==> src/rtl/beat_pkg.sv <==
// Shared definitions for the beat sequencer family: FSM state, the legacy
// switch-decoder rate table and period saturation.
package beat_pkg;

  typedef enum logic {
    IDLE = 1'b0,
    RUN  = 1'b1
  } state_t;

  // Rate table from the fixed-table generator, indexed by a 3-bit switch code.
  localparam int unsigned LEGACY_RATE_N = 8;
  localparam logic [6:0] LEGACY_RATE [LEGACY_RATE_N] = '{
    7'd100, 7'd66, 7'd50, 7'd40, 7'd30, 7'd20, 7'd12, 7'd6
  };

  // A beat needs at least one high and one low cycle, so 0 and 1 become 2.
  function automatic logic [31:0] sat_period(input logic [31:0] p);
    return (p < 32'd2) ? 32'd2 : p;
  endfunction

endpackage

==> src/rtl/beat_sequencer_if.sv <==
// Control/status bundle between the UI decode logic (master) and the beat
// sequencer (slave).
interface beat_sequencer_if #(
  parameter int CNT_W   = 28,
  parameter int BAR_LEN = 4
);
  import beat_pkg::*;

  localparam int IDX_W = (BAR_LEN > 1) ? $clog2(BAR_LEN) : 1;

  // Strobe semantics (no backpressure): period_load and restart are single
  // cycle requests sampled on every rising edge and always accepted; en is a
  // level. Outputs are registered and valid every cycle outside reset.
  logic             en;
  logic [CNT_W-1:0] period;
  logic             period_load;
  logic             restart;
  logic             pulse;
  logic [IDX_W-1:0] beat_idx;
  logic             accent;
  logic             pending;
  state_t           dbg_state;

  modport master (
    output en, period, period_load, restart,
    input  pulse, beat_idx, accent, pending, dbg_state
  );

  modport slave (
    input  en, period, period_load, restart,
    output pulse, beat_idx, accent, pending, dbg_state
  );

endinterface

==> src/rtl/beat_counter.sv <==
// Beat phase counter: counts 0..active-1, flags the wrap edge and decodes
// whether the current phase falls inside the pulse window.
module beat_counter #(
  parameter int CNT_W   = 28,
  parameter int PULSE_W = 1
) (
  input  logic             clk,
  input  logic             reset_n,
  input  logic             i_clear,
  input  logic             i_enable,
  input  logic [CNT_W-1:0] i_active,
  output logic             o_wrap,
  output logic             o_pulse_next
);

  localparam logic [CNT_W-1:0] PW = CNT_W'(PULSE_W);

  logic [CNT_W-1:0] r_cnt;
  logic [CNT_W-1:0] w_last;
  logic [CNT_W-1:0] w_pw_eff;

  // Comparing against active-1 keeps the wrap free of overflow at full scale.
  assign w_last   = i_active - CNT_W'(1);
  assign w_pw_eff = (PW < w_last) ? PW : w_last;

  assign o_wrap       = i_enable && (r_cnt == w_last);
  assign o_pulse_next = i_enable && (r_cnt < w_pw_eff);

  always_ff @(posedge clk or negedge reset_n) begin
    if (!reset_n) begin
      r_cnt <= '0;
    end else if (i_clear || o_wrap) begin
      r_cnt <= '0;
    end else if (i_enable) begin
      r_cnt <= r_cnt + CNT_W'(1);
    end
  end

endmodule

==> src/rtl/beat_sequencer.sv <==
// Programmable beat generator with deferred rate changes at beat boundaries.
// Define BEAT_SEQ_ACCENT_EN to build the bar position counter and accent flag.
module beat_sequencer
  import beat_pkg::*;
#(
  parameter int CNT_W          = 28,
  parameter int PULSE_W        = 1,
  parameter int BAR_LEN        = 4,
  parameter int DEFAULT_PERIOD = 100
) (
  input  logic              clk,
  input  logic              reset_n,
  beat_sequencer_if.slave   bus
);

  localparam int IDX_W = (BAR_LEN > 1) ? $clog2(BAR_LEN) : 1;

  state_t           r_state;
  logic [CNT_W-1:0] r_active;
  logic [CNT_W-1:0] r_pend_val;
  logic             r_pending;
  logic             r_pulse;

  logic [CNT_W-1:0] w_sat;
  logic             w_restart;
  logic             w_step;
  logic             w_boundary;
  logic             w_wrap;
  logic             w_pulse_next;

  assign w_sat      = CNT_W'(sat_period(32'(bus.period)));
  // en=0 beats restart; restart beats wrap. Only a plain RUN cycle advances.
  assign w_restart  = bus.en && bus.restart;
  assign w_step     = bus.en && !bus.restart && (r_state == RUN);
  assign w_boundary = w_restart || w_wrap;

  beat_counter #(
    .CNT_W   (CNT_W),
    .PULSE_W (PULSE_W)
  ) u_counter (
    .clk          (clk),
    .reset_n      (reset_n),
    .i_clear      (!w_step),
    .i_enable     (w_step),
    .i_active     (r_active),
    .o_wrap       (w_wrap),
    .o_pulse_next (w_pulse_next)
  );

  always_ff @(posedge clk or negedge reset_n) begin
    if (!reset_n) begin
      r_state    <= IDLE;
      r_active   <= CNT_W'(DEFAULT_PERIOD);
      r_pend_val <= CNT_W'(DEFAULT_PERIOD);
      r_pending  <= 1'b0;
      r_pulse    <= 1'b0;
    end else begin
      r_state <= bus.en ? RUN : IDLE;
      r_pulse <= w_pulse_next;

      if (bus.period_load) begin
        r_pend_val <= w_sat;
        r_pending  <= 1'b1;
      end

      // A load coinciding with a boundary is applied directly at that boundary.
      if (w_boundary && bus.period_load) begin
        r_active  <= w_sat;
        r_pending <= 1'b0;
      end else if (w_boundary && r_pending) begin
        r_active  <= r_pend_val;
        r_pending <= 1'b0;
      end else if ((r_state == IDLE) && !w_restart && r_pending && !bus.period_load) begin
        r_active  <= r_pend_val;
        r_pending <= 1'b0;
      end
    end
  end

  assign bus.pulse     = r_pulse;
  assign bus.pending   = r_pending;
  assign bus.dbg_state = r_state;

`ifdef BEAT_SEQ_ACCENT_EN
  logic [IDX_W-1:0] r_beat_idx;
  logic             r_accent;

  always_ff @(posedge clk or negedge reset_n) begin
    if (!reset_n) begin
      r_beat_idx <= '0;
      r_accent   <= 1'b0;
    end else if (!w_step) begin
      r_beat_idx <= '0;
      r_accent   <= 1'b0;
    end else begin
      r_accent <= w_pulse_next && (r_beat_idx == '0);
      if (w_wrap) begin
        r_beat_idx <= (r_beat_idx == IDX_W'(BAR_LEN - 1)) ? '0 : r_beat_idx + IDX_W'(1);
      end
    end
  end

  assign bus.beat_idx = r_beat_idx;
  assign bus.accent   = r_accent;
`else
  assign bus.beat_idx = '0;
  assign bus.accent   = 1'b0;
`endif

endmodule
==> src/flat_wrapper.sv <==
// flat-port wrapper written by rule: the top's interface ports become plain ports
module beat_sequencer_flat import beat_pkg::*;
#(
  parameter int CNT_W          = 28,
  parameter int PULSE_W        = 1,
  parameter int BAR_LEN        = 4,
  parameter int DEFAULT_PERIOD = 100
)
  (clk, reset_n, bus_en, bus_period, bus_period_load, bus_restart, bus_pulse, bus_beat_idx, bus_accent, bus_pending, bus_dbg_state);
  beat_sequencer_if #(.CNT_W(CNT_W), .BAR_LEN(BAR_LEN)) bus_i ();
  input  logic clk;
  input  logic reset_n;
  input wire logic [$bits(bus_i.en)-1:0] bus_en;
  input wire logic [$bits(bus_i.period)-1:0] bus_period;
  input wire logic [$bits(bus_i.period_load)-1:0] bus_period_load;
  input wire logic [$bits(bus_i.restart)-1:0] bus_restart;
  output wire logic [$bits(bus_i.pulse)-1:0] bus_pulse;
  output wire logic [$bits(bus_i.beat_idx)-1:0] bus_beat_idx;
  output wire logic [$bits(bus_i.accent)-1:0] bus_accent;
  output wire logic [$bits(bus_i.pending)-1:0] bus_pending;
  output wire logic [$bits(bus_i.dbg_state)-1:0] bus_dbg_state;
  assign bus_i.en = bus_en;
  assign bus_i.period = bus_period;
  assign bus_i.period_load = bus_period_load;
  assign bus_i.restart = bus_restart;
  assign bus_pulse = bus_i.pulse;
  assign bus_beat_idx = bus_i.beat_idx;
  assign bus_accent = bus_i.accent;
  assign bus_pending = bus_i.pending;
  assign bus_dbg_state = bus_i.dbg_state;
  beat_sequencer #(.CNT_W(CNT_W), .PULSE_W(PULSE_W), .BAR_LEN(BAR_LEN), .DEFAULT_PERIOD(DEFAULT_PERIOD)) u_core (.clk(clk), .reset_n(reset_n), .bus(bus_i));
endmodule
==> config.mk <==
export PLATFORM = sky130hd
export DESIGN_NAME = beat_sequencer_flat
export DESIGN_NICKNAME = d
export VERILOG_FILES = /design/src/rtl/beat_pkg.sv /design/src/rtl/beat_sequencer_if.sv /design/src/rtl/beat_counter.sv /design/src/rtl/beat_sequencer.sv /design/src/flat_wrapper.sv
export SDC_FILE = /design/constraint.sdc
export NUM_CORES = 1
export LEC_CHECK = 0
export ABC_CLOCK_PERIOD_IN_PS = 4700
export CAP_MARGIN = 20
export CORE_MARGIN = 2
export CORE_UTILIZATION = 55
export DETAILED_ROUTE_END_ITERATION = 16
export DONT_BUFFER_PORTS = 1
export GPL_ROUTABILITY_DRIVEN = 0
export GPL_TIMING_DRIVEN = 0
export PLACE_DENSITY_LB_ADDON = 0.1
export SLEW_MARGIN = 15
export SYNTH_ARGS = -nofsm -noshare
export SYNTH_HDL_FRONTEND = slang
export SYNTH_SLANG_ARGS = --single-unit
==> constraint.sdc <==
create_clock -name clk -period 4.7 [get_ports clk]
set_input_delay 0.705 -clock clk [delete_from_list [all_inputs] [get_ports clk]]
set_output_delay 0.705 -clock clk [all_outputs]
set_load 0.01 [all_outputs]
# Yosys cells after proc, flatten, opt, wreduce, memory -nomap -nowiden
# Index checks and enable logic that the tools add are counted.
[totals] regBits=87 input_bits=33 out_inout_bits=6 word_cells=44
[op_classes] n_addsub=2 magnitude_cmp=3 eq_ne=1 n_mux=12 n_bitwise=1 n_reduce_logical=19
[op_table] op="28-bit two-way mux" count=7
[op_table] op="28-bit by 1-bit adder with 28-bit output, second input constant" count=1
[op_table] op="28-bit == test" count=1
[op_table] op="1-bit by 28-bit < comparator with 1-bit output, first input constant" count=1
[op_table] op="28-bit by 2-bit < comparator with 1-bit output, second input constant" count=1
[op_table] op="28-bit < comparator" count=1
[op_table] op="28-bit by 1-bit subtractor with 28-bit output, second input constant" count=1
[op_table] op="1-bit logical AND" count=10
[op_table] op="1-bit two-way mux" count=5
[op_table] op="1-bit logical NOT" count=4
[op_table] op="4-bit nonzero test" count=1
[op_table] op="3-bit nonzero test" count=1
[op_table] op="1-bit logical OR" count=2
[op_table] op="2-bit nonzero test" count=1
[op_table] op="1-bit NOT" count=1

# Logic depth before layout (Yosys ltp)
# Gate-level depths: netlist of the first run.
[logic_depth] ltp_word=8 mapped_depth=15 depth_no_buf=11

# Modules after synthesis
# From an unflattened synthesis of the first run, not the netlist that was laid out.
[unflattened] hier_cells=634 area_unflattened_um2=6058.3
[modules_own_cells] mod="beat_counter" n_inst=1 cells_per_inst=423 area_each_um2=3474.6 seq_area_each_um2=700.7
[modules_own_cells] mod="beat_sequencer" n_inst=1 cells_per_inst=211 area_each_um2=2583.7 seq_area_each_um2=1483.9

# Worst setup path after synthesis of the first run
# No wires, ideal clock.
[synth_path] path_kind="reg-to-reg" startpoint="reg u_core.r_active[9]" endpoint="reg u_core.r_active[14]" setup_ns=0.125 arrival_time_ns=3.863 required_ns=4.575 setup_slack_ns=0.712 stages_incl_launch_ff=14 path_buffers=4 period_less_slack_ns=3.988 cell_sequence="dfrtp_1 -> buf_6 -> or3_4 -> or4_1 -> clkbuf_2 -> or4_4 -> a222oi_1 -> nand4_1 -> nor4_2 -> a41oi_1 -> buf_4 -> buf_6 -> mux2_4 -> mux2_2"
[synth_between] elab_chain_cells=7 elab_cells_between_ends=9 cone_classes="add/sub (1); eq/ne (1); mux (2); reduce/logical (5)"
[synth_rtl] item="from (decl)" line_no="beat_sequencer.sv:19" rtl="logic [CNT_W-1:0] r_active;"
[synth_rtl] item="from (signal assigned)" line_no="beat_sequencer.sv:53" rtl="r_active <= CNT_W'(DEFAULT_PERIOD);"
[synth_rtl] item="from (signal assigned)" line_no="beat_sequencer.sv:68" rtl="r_active <= w_sat;"
[synth_rtl] item="from (signal assigned)" line_no="beat_sequencer.sv:71" rtl="r_active <= r_pend_val;"
[synth_rtl] item="28-bit by 1-bit subtractor with 28-bit output (*)" line_no="beat_counter.sv:23" rtl="assign w_last = i_active - CNT_W'(1);"
[synth_rtl] item="28-bit == test (*)" line_no="beat_counter.sv:26" rtl="assign o_wrap = i_enable && (r_cnt == w_last);"
[synth_rtl] item="1-bit logical AND (*)" line_no="beat_counter.sv:26"
[synth_rtl] item="1-bit logical OR (*)" line_no="beat_sequencer.sv:35" rtl="assign w_boundary = w_restart || w_wrap;"
[synth_rtl] item="1-bit logical AND" line_no="beat_sequencer.sv:70" rtl="end else if (w_boundary && r_pending) begin"
[synth_rtl] item="28-bit two-way mux" line_no="beat_sequencer.sv:70"
[synth_rtl] item="28-bit two-way mux" line_no="beat_sequencer.sv:67" rtl="if (w_boundary && bus.period_load) begin"
# Every way passes the cells marked *; elsewhere a longest branch is shown, timed or not.
# A chain may end at the register's enable or synchronous reset.

# Final worst setup path of the first run
[layout_path] startpoint="reg u_core.r_active[0]" endpoint="reg u_core.r_active[14]"
# The elaborated chain is that of the path after synthesis.

==> results of run 1 <==
==> per-layer routing <==
| metal | GRT usage (%) | wire length [um] | vias to the layer above |
|---|---|---|---|
| li1 | - | - | 2288 |
| met1 | 33.50 | 6381 | 2248 |
| met2 | 42.86 | 6907 | 156 |
| met3 | 5.021 | 756 | 36 |
| met4 | 9.066 | 382 | 0 |
| met5 | 0 | 0 | - |
==> repair_timing <==
item | 4_1_cts | 5_1_grt
endpoints found under the hold margin | 0 | 34
pin swaps | 0 | 0
endpoints found under the setup margin | 12 | 47
hold buffers | 0 | 1
gates resized for setup | 1 | 7
buffers inserted | 0 | 0
==> worst max-delay path, stage by stage (launching register included) <==
cell      delay [ns]
dfrtp_1         0.37
clkbuf_1        0.20
nor4_2          0.62
nand3_1         0.40
or4_4           0.64
a222oi_1        0.34
nand4_1         0.20
nor4_4          0.40
a41oi_1         0.19
buf_4           0.22
buf_6           0.16
mux2_4          0.29
mux2_2          0.25
==> state kept, by name (all words and copies together), names as in the netlist <==
name                    flops
u_core.u_counter.r_cnt     28
u_core.bus.pending          1
u_core.bus.dbg_state        1
u_core.bus.pulse            1
u_core.r_active            28
u_core.r_pend_val          28
==> power by group through the flow <==
stage,Clock (mW),Combinational (mW),Sequential (mW)
after floorplan,0,0.429,0.904
after global placement,0,0.521,0.929
after detailed placement,0,0.529,0.932
after CTS,0.491,0.534,0.918
after global routing,0.522,0.605,0.934
final,0.482,0.553,0.923
==> cells in the final DEF (no fill, tap or decap), drive strengths merged, types with 22 or more instances in the layout <==
| cell type | n |
|---|---|
| clkbuf | 35 |
| conb | 30 |
| dfrtp | 81 |
| ha | 29 |
| mux2 | 69 |
| nand2 | 22 |
| nand4 | 23 |
| nor2 | 48 |
| nor4 | 24 |
| xnor2 | 30 |
| xor2 | 24 |
==> through the flow <==
step / power, mW / cells / area (sq um)
finish: 1.958 / 792 / 6564
global route: 2.061 / 792 / 6564
CTS: 1.942 / 791 / 6514
detailed placement: 1.462 / 775 / 6334
global placement: 1.450 / 775 / 6334
floorplan: 1.334 / 635 / 6158
==> worst paths after layout <==
path / start / to / slack [ns] / depth (start not counted)
min reg2reg: u_core.r_pend_val[10] / u_core.r_pend_val[10] / 0.51 / 1
max reg2reg: u_core.r_active[0] / u_core.r_active[14] / 0.28 / 12
max in group asynchronous: reset_n / u_core.u_counter.r_cnt[27] / 4.35 / 1
max: u_core.r_active[0] / u_core.r_active[14] / 0.28 / 12
min: reset_n / u_core.r_active[8] / 0.02 / 0
min in group clk: bus_en / u_core.bus.dbg_state / 0.36 / 0
==> final cells by class <==
class	count	area (sq um)	share of cell area [%]
clock inverter	6	46.29	0.7053
inverter	12	45.04	0.6862
sequential	87	2185	33.28
multi-input combinational	496	3775	57.51
buffer	40	190.2	2.897
tap	140	175.2	2.669
clock buffer	10	127.6	1.944
timing repair buffer	1	20.02	0.3050
==> logic make-up after synthesis <==
family	Yosys count	synth area share, %
AND/OR/NAND/NOR	215	19.53
buffers and inverters	52	3.844
flip-flops	87	36.09
multiplexers	82	15.11
AO/OA/AOI/OAI	80	9.261
adder cells (fa/ha/maj)	29	5.994
XOR/XNOR	60	10.05
other	2	0.1241
==> impl.org, run 1 <==
** Cells and area
- Ratio of cells with drive above 1 in the final layout :: 18.25%
- For this run, the post-layout net count is 709.
- Final cell utilization of the core :: 60.82%
- Layout-stage area growth over the synthesis result :: 8.433%
- Number of fill cells in the layout :: 906
- 0 antenna diodes ended up in the layout.

** Drt
- Average wire length per cell after detail routing :: 18.22 um
- Routed Wire Length :: 14.43 mm
- Router iterations before antenna repair :: 5
- DRT iter0 DRCs :: 528
- Detail Route Antenna Nets :: 0
- Count of vias placed by the detailed router :: 4,728
- Residual DRC count :: 0
- Post-DR vias/cell :: 5.970

** Worst setup path
- Along the worst path, the maximum fanout reaches 10.
- At the worst endpoint, the required time is 4.96 ns.
- Kind of end point of the critical path :: flip-flop
- Sort of element at the start of the critical path :: flip-flop
- The critical path in this run is classified as reg -> reg.
- Arrival time worst endpoint :: 4.68 ns

** Synth
- After technology mapping, the gate count stands at 607.
- In the post-synthesis netlist, the cell with the most instances is dfrtp_1.
- In this run, synthesis produced a sequential element count of 87.
- Dominant cell type by area after synthesis :: dfrtp_1
- Mapped cell area :: 0.006053 sq mm
- Most frequently used flop master after synthesis :: dfrtp_1
- In this run, distinct cell masters in the synthesized netlist total 64.
- Yosys mapped a number of flops with a built-in enable equal to 0.
- The synthesized design devotes to its leading area cell type 33.48% of total area.
- In this run the mean area of a mapped cell was 9.972 sq um.
- After synthesis, the most frequently instantiated cells are dfrtp_1 (81), mux2_2 (67), nor2_1 (48).
- Post-synth ARST share :: 100.0%
- Top area cells in the synthesized netlist :: dfrtp_1 (33%), mux2_2 (12%), ha_1 (6.0%), xnor2_1 (4.3%), xor2_1 (3.5%)
- For this run, the number of Yosys warnings is 0.
- Part of the Yosys area used for sequential elements :: 36.09%

** Timing
- Measured against its own limit, the worst slew margin works out to 54.68%.
- Fraction of the cycle the final worst path needs :: 94.11%
- Hold timing on the final database bottoms out at a slack of 0.01810 ns.
- Minimum clock period :: 4.423 ns
- Final-layout setup total negative slack :: 0 ns
- Count of final hold-check violations :: 0
- Final critical-path setup slack :: 0.2767 ns
- Worst clock skew :: 0.01962 ns
- Static timing analysis puts the maximum clock frequency at 226.1 MHz.
- Setup violations remaining at the end of the flow were counted as 0.
- Pin slew with the least headroom to its limit :: 0.6737 ns
- Max-slew violation total from the final report :: 0

** Job
- Across the run, the number of max-cap violations was 0.

** Pwr
- Leakage power figure :: 2.735 nW
- Cell internal power was estimated by the tool at 1.294 mW.
- Pwr dens :: 298.3 mW/mm^2
- Switching portion of total power :: 33.92%
- Clock Power Share :: 24.6%
- Combinational cell fraction of total power :: 28.2%
- Worst IR drop on VDD :: 0.2687 mV
- Net Switching :: 664.3 uW
- Sequential fraction of design power :: 47.1%

** Run status
- Result of the run :: finished, final reports clean

** Global route
- Initial antenna violation count :: 0
- For this run the aggregate overflow at the end of global routing stands at 0.
- Vias in the first global route :: 4,657
- Largest net degree at the start of global routing :: 88
- Across every metal layer, demand over resource in global routing totals 25.76%.
- The first global-routing pass estimated 23.36 mm of wire.

** Floorplan
- The floorplan step set the die width to 108.9 um.
- Top Ports :: 39
- Once the floorplan was initialized, standard cells occupied 56.09% of the core.
- Placeable Area :: 0.01079 sq mm
- From bottom edge to top edge, the die measures 108.9 um.
- Row count :: 38
- DIE AREA :: 0.01186 sq mm

** Clock network
- Post-CTS clock slew at the launch and capture registers of the worst setup and hold paths :: 0.09 ns
- CTS built an H-tree with a depth of 3.
- The clock passes through at most 2 buffers.
- TritonCTS built the clock tree.
- Clk Tree Root Cell :: clkbuf_8
- CTS saw 87 sinks.
- Clock tree synthesis inserted a total of 9 buffers.
- Clock latency on the worst-skew pair, taken at its later pin, is 0.38 ns.

** Placed design
- Pre-CTS worst setup slack :: -0.007838 ns
- Placed wire-length estimate after detailed placement :: 10.91 mm
- Number of port buffers :: 0

** Worst hold path
- Worst hold path type :: in -> async
Note: power is estimated with default switching activity, not from simulation.
==> run 2, diff against run 1 <==
- SKIP_CTS_REPAIR_TIMING: default -> 1
==> results of run 2 <==
Final layout, timing and power as in run 1 (identical DEF).
Among the figures that moved: wire length of the first global-routing pass 23360 um -> 23370 um; overall routing resource usage 25.76% -> 25.77%; met1 usage 33.50% -> 33.54%
==> run 3, diff against run 2 <==
- ABC_CLOCK_PERIOD_IN_PS: 4700 -> 4600
- GPL_TIMING_DRIVEN: 0 -> default
- clock period: 4.7 -> 4.6 ns (I/O delays scaled with it)
==> run 3 against run 2 <==
- first-iteration DRC count increased by 0.95%
- clock skew fell by 0.0063 ns
- wire length is 1.8% higher
- largest cell class unchanged
- setup slack better by 0.12 ns
- highest routed layer unchanged
- sequential share of layout area increased by 0.10 points
- design area shrank 0.31%
- non-clock buffer count decreased by 26
- flip-flop and latch count unchanged
- hold slack improved by 0.0012 ns
- register-to-register slack improved by 0.12 ns
- critical path depth down 1
==> impl.org, run 3 (synthesis gave the netlist of run 1 again) <==
** Cells and area
- Relative to the synthesized area, the layout overhead comes to 8.103%.
- The share of cells above drive strength 1 was 18.21% (-0.041 points).
- Largest regs :: u_core.r_active (28), u_core.r_pend_val (28), u_core.u_counter.r_cnt (28)
- The finished layout cell area was 0.006544 sq mm (-0.31%).
- In the layout the commonest cells are dfrtp_1 (81), mux2_2 (67), nor2_1 (48), xnor2_1 (30), conb_1 (30).
- Count of nets after finishing :: 683 (-3.7%)
- N_diodes :: 0 (unchanged)
- Most frequent standard cell in the layout excluding fill and tap cells :: dfrtp_1

** Drt
- The total wire length came to 14.68 mm (+1.8%).
- The initial DRC count was 533 (+0.95%).
- The total number of vias came to 4,731 (+0.063%).
- The number of nets still failing antenna checks after routing came to 0 (unchanged).
- Post-DR vias/cell :: 6.176 (+3.5%)
- The detailed-route wire length per cell came to 19.17 um (+5.2%).
- The length of the first detailed-routing pass in iterations was 5 (unchanged).
- Residual DRC count :: 0 (unchanged)

** Worst setup path
- The worst-path maximum fanout came to 29 (+19).
- The arrival time at the worst endpoint came to 4.46 ns (-0.22 ns).
- Delay of the slowest cell on the worst path :: 0.69 ns (+0.05 ns)
- Sort of element at the start of the critical path :: flip-flop
- Traced cell by cell, the critical path runs through or3_4 > or4_1 > or4_4 > a222oi_1 > nand4_1 > nor4_2 > buf_4 > a41oi_4 > buf_4 > mux2_4 > mux2_2.
- The startpoint identified for the worst register-to-register timing path is u_core.r_active[9].
- Cell mode on critical path :: buf_4
- Tracing the worst setup path back leads to its startpoint at u_core.r_active[9].
- Required time of the critical path :: 4.86 ns (-0.10 ns)
- Reg-to-reg slack, setup :: 0.40 ns (+0.12 ns)
- WS Path Type :: reg -> reg
- Kind of end point of the critical path :: flip-flop
- Worst path slowest cell :: or4_1

** Clock network
- Maximum buffer depth of the clock tree :: 2 (unchanged)
- Post-CTS clock slew at the launch and capture registers of the worst setup and hold paths :: 0.09 ns (about the same)
- Clk Tree Root Cell :: clkbuf_8
- The clock buffer count from CTS came to 9 (unchanged).
- The maximum level of the CTS H-tree was 3 (unchanged).
- CTS tree :: yes
- The later-pin clock latency in the skew report was 0.37 ns (about the same).
- The clock sink count is 87 (unchanged).

** Pwr
- The internal power contribution was 1.451 mW (+12%).
- The switching power total came to 667.9 uW (+0.55%).
- The power per standard cell area is 323.8 mW/mm^2 (+8.5%).
- The switching share of total power was 31.52% (-2.4 points).
- The largest vdd supply drop was 0.2319 mV (-14%).
- The relative contribution of sequential cells to total power is 48.0% (+0.9 points).
- The part of the total power dissipated in the clock network was 29.6% (+5.0 points).
- The leakage power is 2.726 nW (-0.31%).
- The relative contribution of combinational cells to total power is 22.3% (-5.9 points).

** Floorplan
- The area of the core is 0.01079 sq mm (unchanged).
- The x dimension of the die was 108.9 um (unchanged).
- The initial cell density of the core is 56.09% (unchanged).
- Die Ht :: 108.9 um (unchanged)
- The I/O pin total is 39 (unchanged).
- The die area came to 0.01186 sq mm (unchanged).
- Row count :: 38 (unchanged)

** Timing
- Final-layout setup total negative slack :: 0 ns (unchanged)
- Setup repair after global routing left no endpoint under its margin.
- The clock skew came to 0.01331 ns (-0.006310 ns).
- Finish-stage setup viols :: 0 (unchanged)
- Minimum clock period :: 4.204 ns (-0.2195 ns)
- Count of final hold-check violations :: 0 (unchanged)
- The slew of the pin with the lowest slew margin came to 0.6530 ns (-0.02067 ns).
- The relative max-transition margin is 55.85% (+1.2 points).
- Peak clock frequency supported by timing :: 237.9 MHz (+5.2%)
- The final clock period utilization by the worst path came to 91.39% (-2.7 points).
- The count of final max-slew check failures is 0 (unchanged).

** Job
- The number of maximum-capacitance constraint violations is 0 (unchanged).

** Placed design
- Placed wire-length estimate after detailed placement :: 10.42 mm (-4.5%)
- Placed instance area :: 0.006243 sq mm (-1.4%)
- Number of port buffers :: 0 (unchanged)

** Worst hold path
- Worst hold path type :: in -> async

** Global route
- The largest net degree at the start of global routing came to 88 (unchanged).
- Total grt overflow :: 0 (unchanged)
- Met2 Track Usage GR :: 40.68% (-2.2 points)
- Global route hottest layer :: met2
- The first global-routing pass estimated 22.96 mm of wire.
- Global routing used 34.28% of the available met1 tracks.
- Tot GR Track Use :: 25.22%
- Initial antenna violation count :: 0 (unchanged)
- Vias in the first global route :: 4,526 (-2.8%)
- Global routing met3 resource utilization :: 4.244% (-0.78 points)

** Run status
- The run finished with clean final reports.
run 3: cell count changes in the layout (fill, tap and decap cells not counted), sizes merged:
cell	change
clkbuf	-23
buf	-5
dlygate4sd3	+4
bufinv	+2
clkinv	-2
clkinvlp	-2
run 3: power by group through the flow:
stage                     Combinational [mW]  Sequential [mW]  Clock (mW)
after floorplan                        0.438            0.924           0
after global placement                 0.438             1.02           0
after detailed placement               0.447             1.03           0
after CTS                              0.449             1.01       0.639
after global routing                   0.516             1.03       0.662
final                                  0.473             1.02       0.627
run 3: per-stage QoR:
stage	instances	hold WS (ns)	setup WS (ns)	power, mW	util (%)
2_1_floorplan	635	0.3944	0.6121	1.363	-
3_3_place_gp	745	0.3958	0.4422	1.460	57.85
3_5_place_dp	745	0.3955	0.4212	1.472	57.85
4_1_cts	761	-0.01233	0.4129	2.098	60.00
5_1_grt	766	0.008306	0.1964	2.209	60.63
6_report	766	0.01931	0.3961	2.119	60.63
run 3: path summary, 6_finish.rpt:
path	endpoint	depth (start not counted)
worst min register to register	u_core.r_pend_val[3]	1
worst min-delay path	u_core.u_counter.r_cnt[6]	0
max in group asynchronous	u_core.r_active[20]	1
worst max register to register	u_core.r_active[15]	11
min in group clk	u_core.bus.dbg_state	0
worst max-delay path	u_core.r_active[15]	11
run 3: critical path, delay by kind of cell (launching register included):
family | cells | cell delay (ns)
buffers and inverters | 2 | 0.44
multiplexers | 2 | 0.58
AO/OA/AOI/OAI | 2 | 0.42
flip-flops | 1 | 0.51
AND/OR/NAND/NOR | 5 | 2.11
run 3: area by class of cell:
| cell class | instances | area [sq um] |
|---|---|---|
| flip-flops and latches | 87 | 2185 |
| repair buffers | 15 | 142.6 |
| inverters | 12 | 45.04 |
| clock inverters | 4 | 77.57 |
| fillers | 895 | 4249 |
| well taps | 140 | 175.2 |
| multi-input cells | 496 | 3764 |
| clock buffers | 12 | 155.1 |
run 3: routing by layer:
layer,wire length [um],part of all wire [%]
met2,7011,48
met3,935,6.4
met5,0,0
met4,359,2.4
met1,6375,43
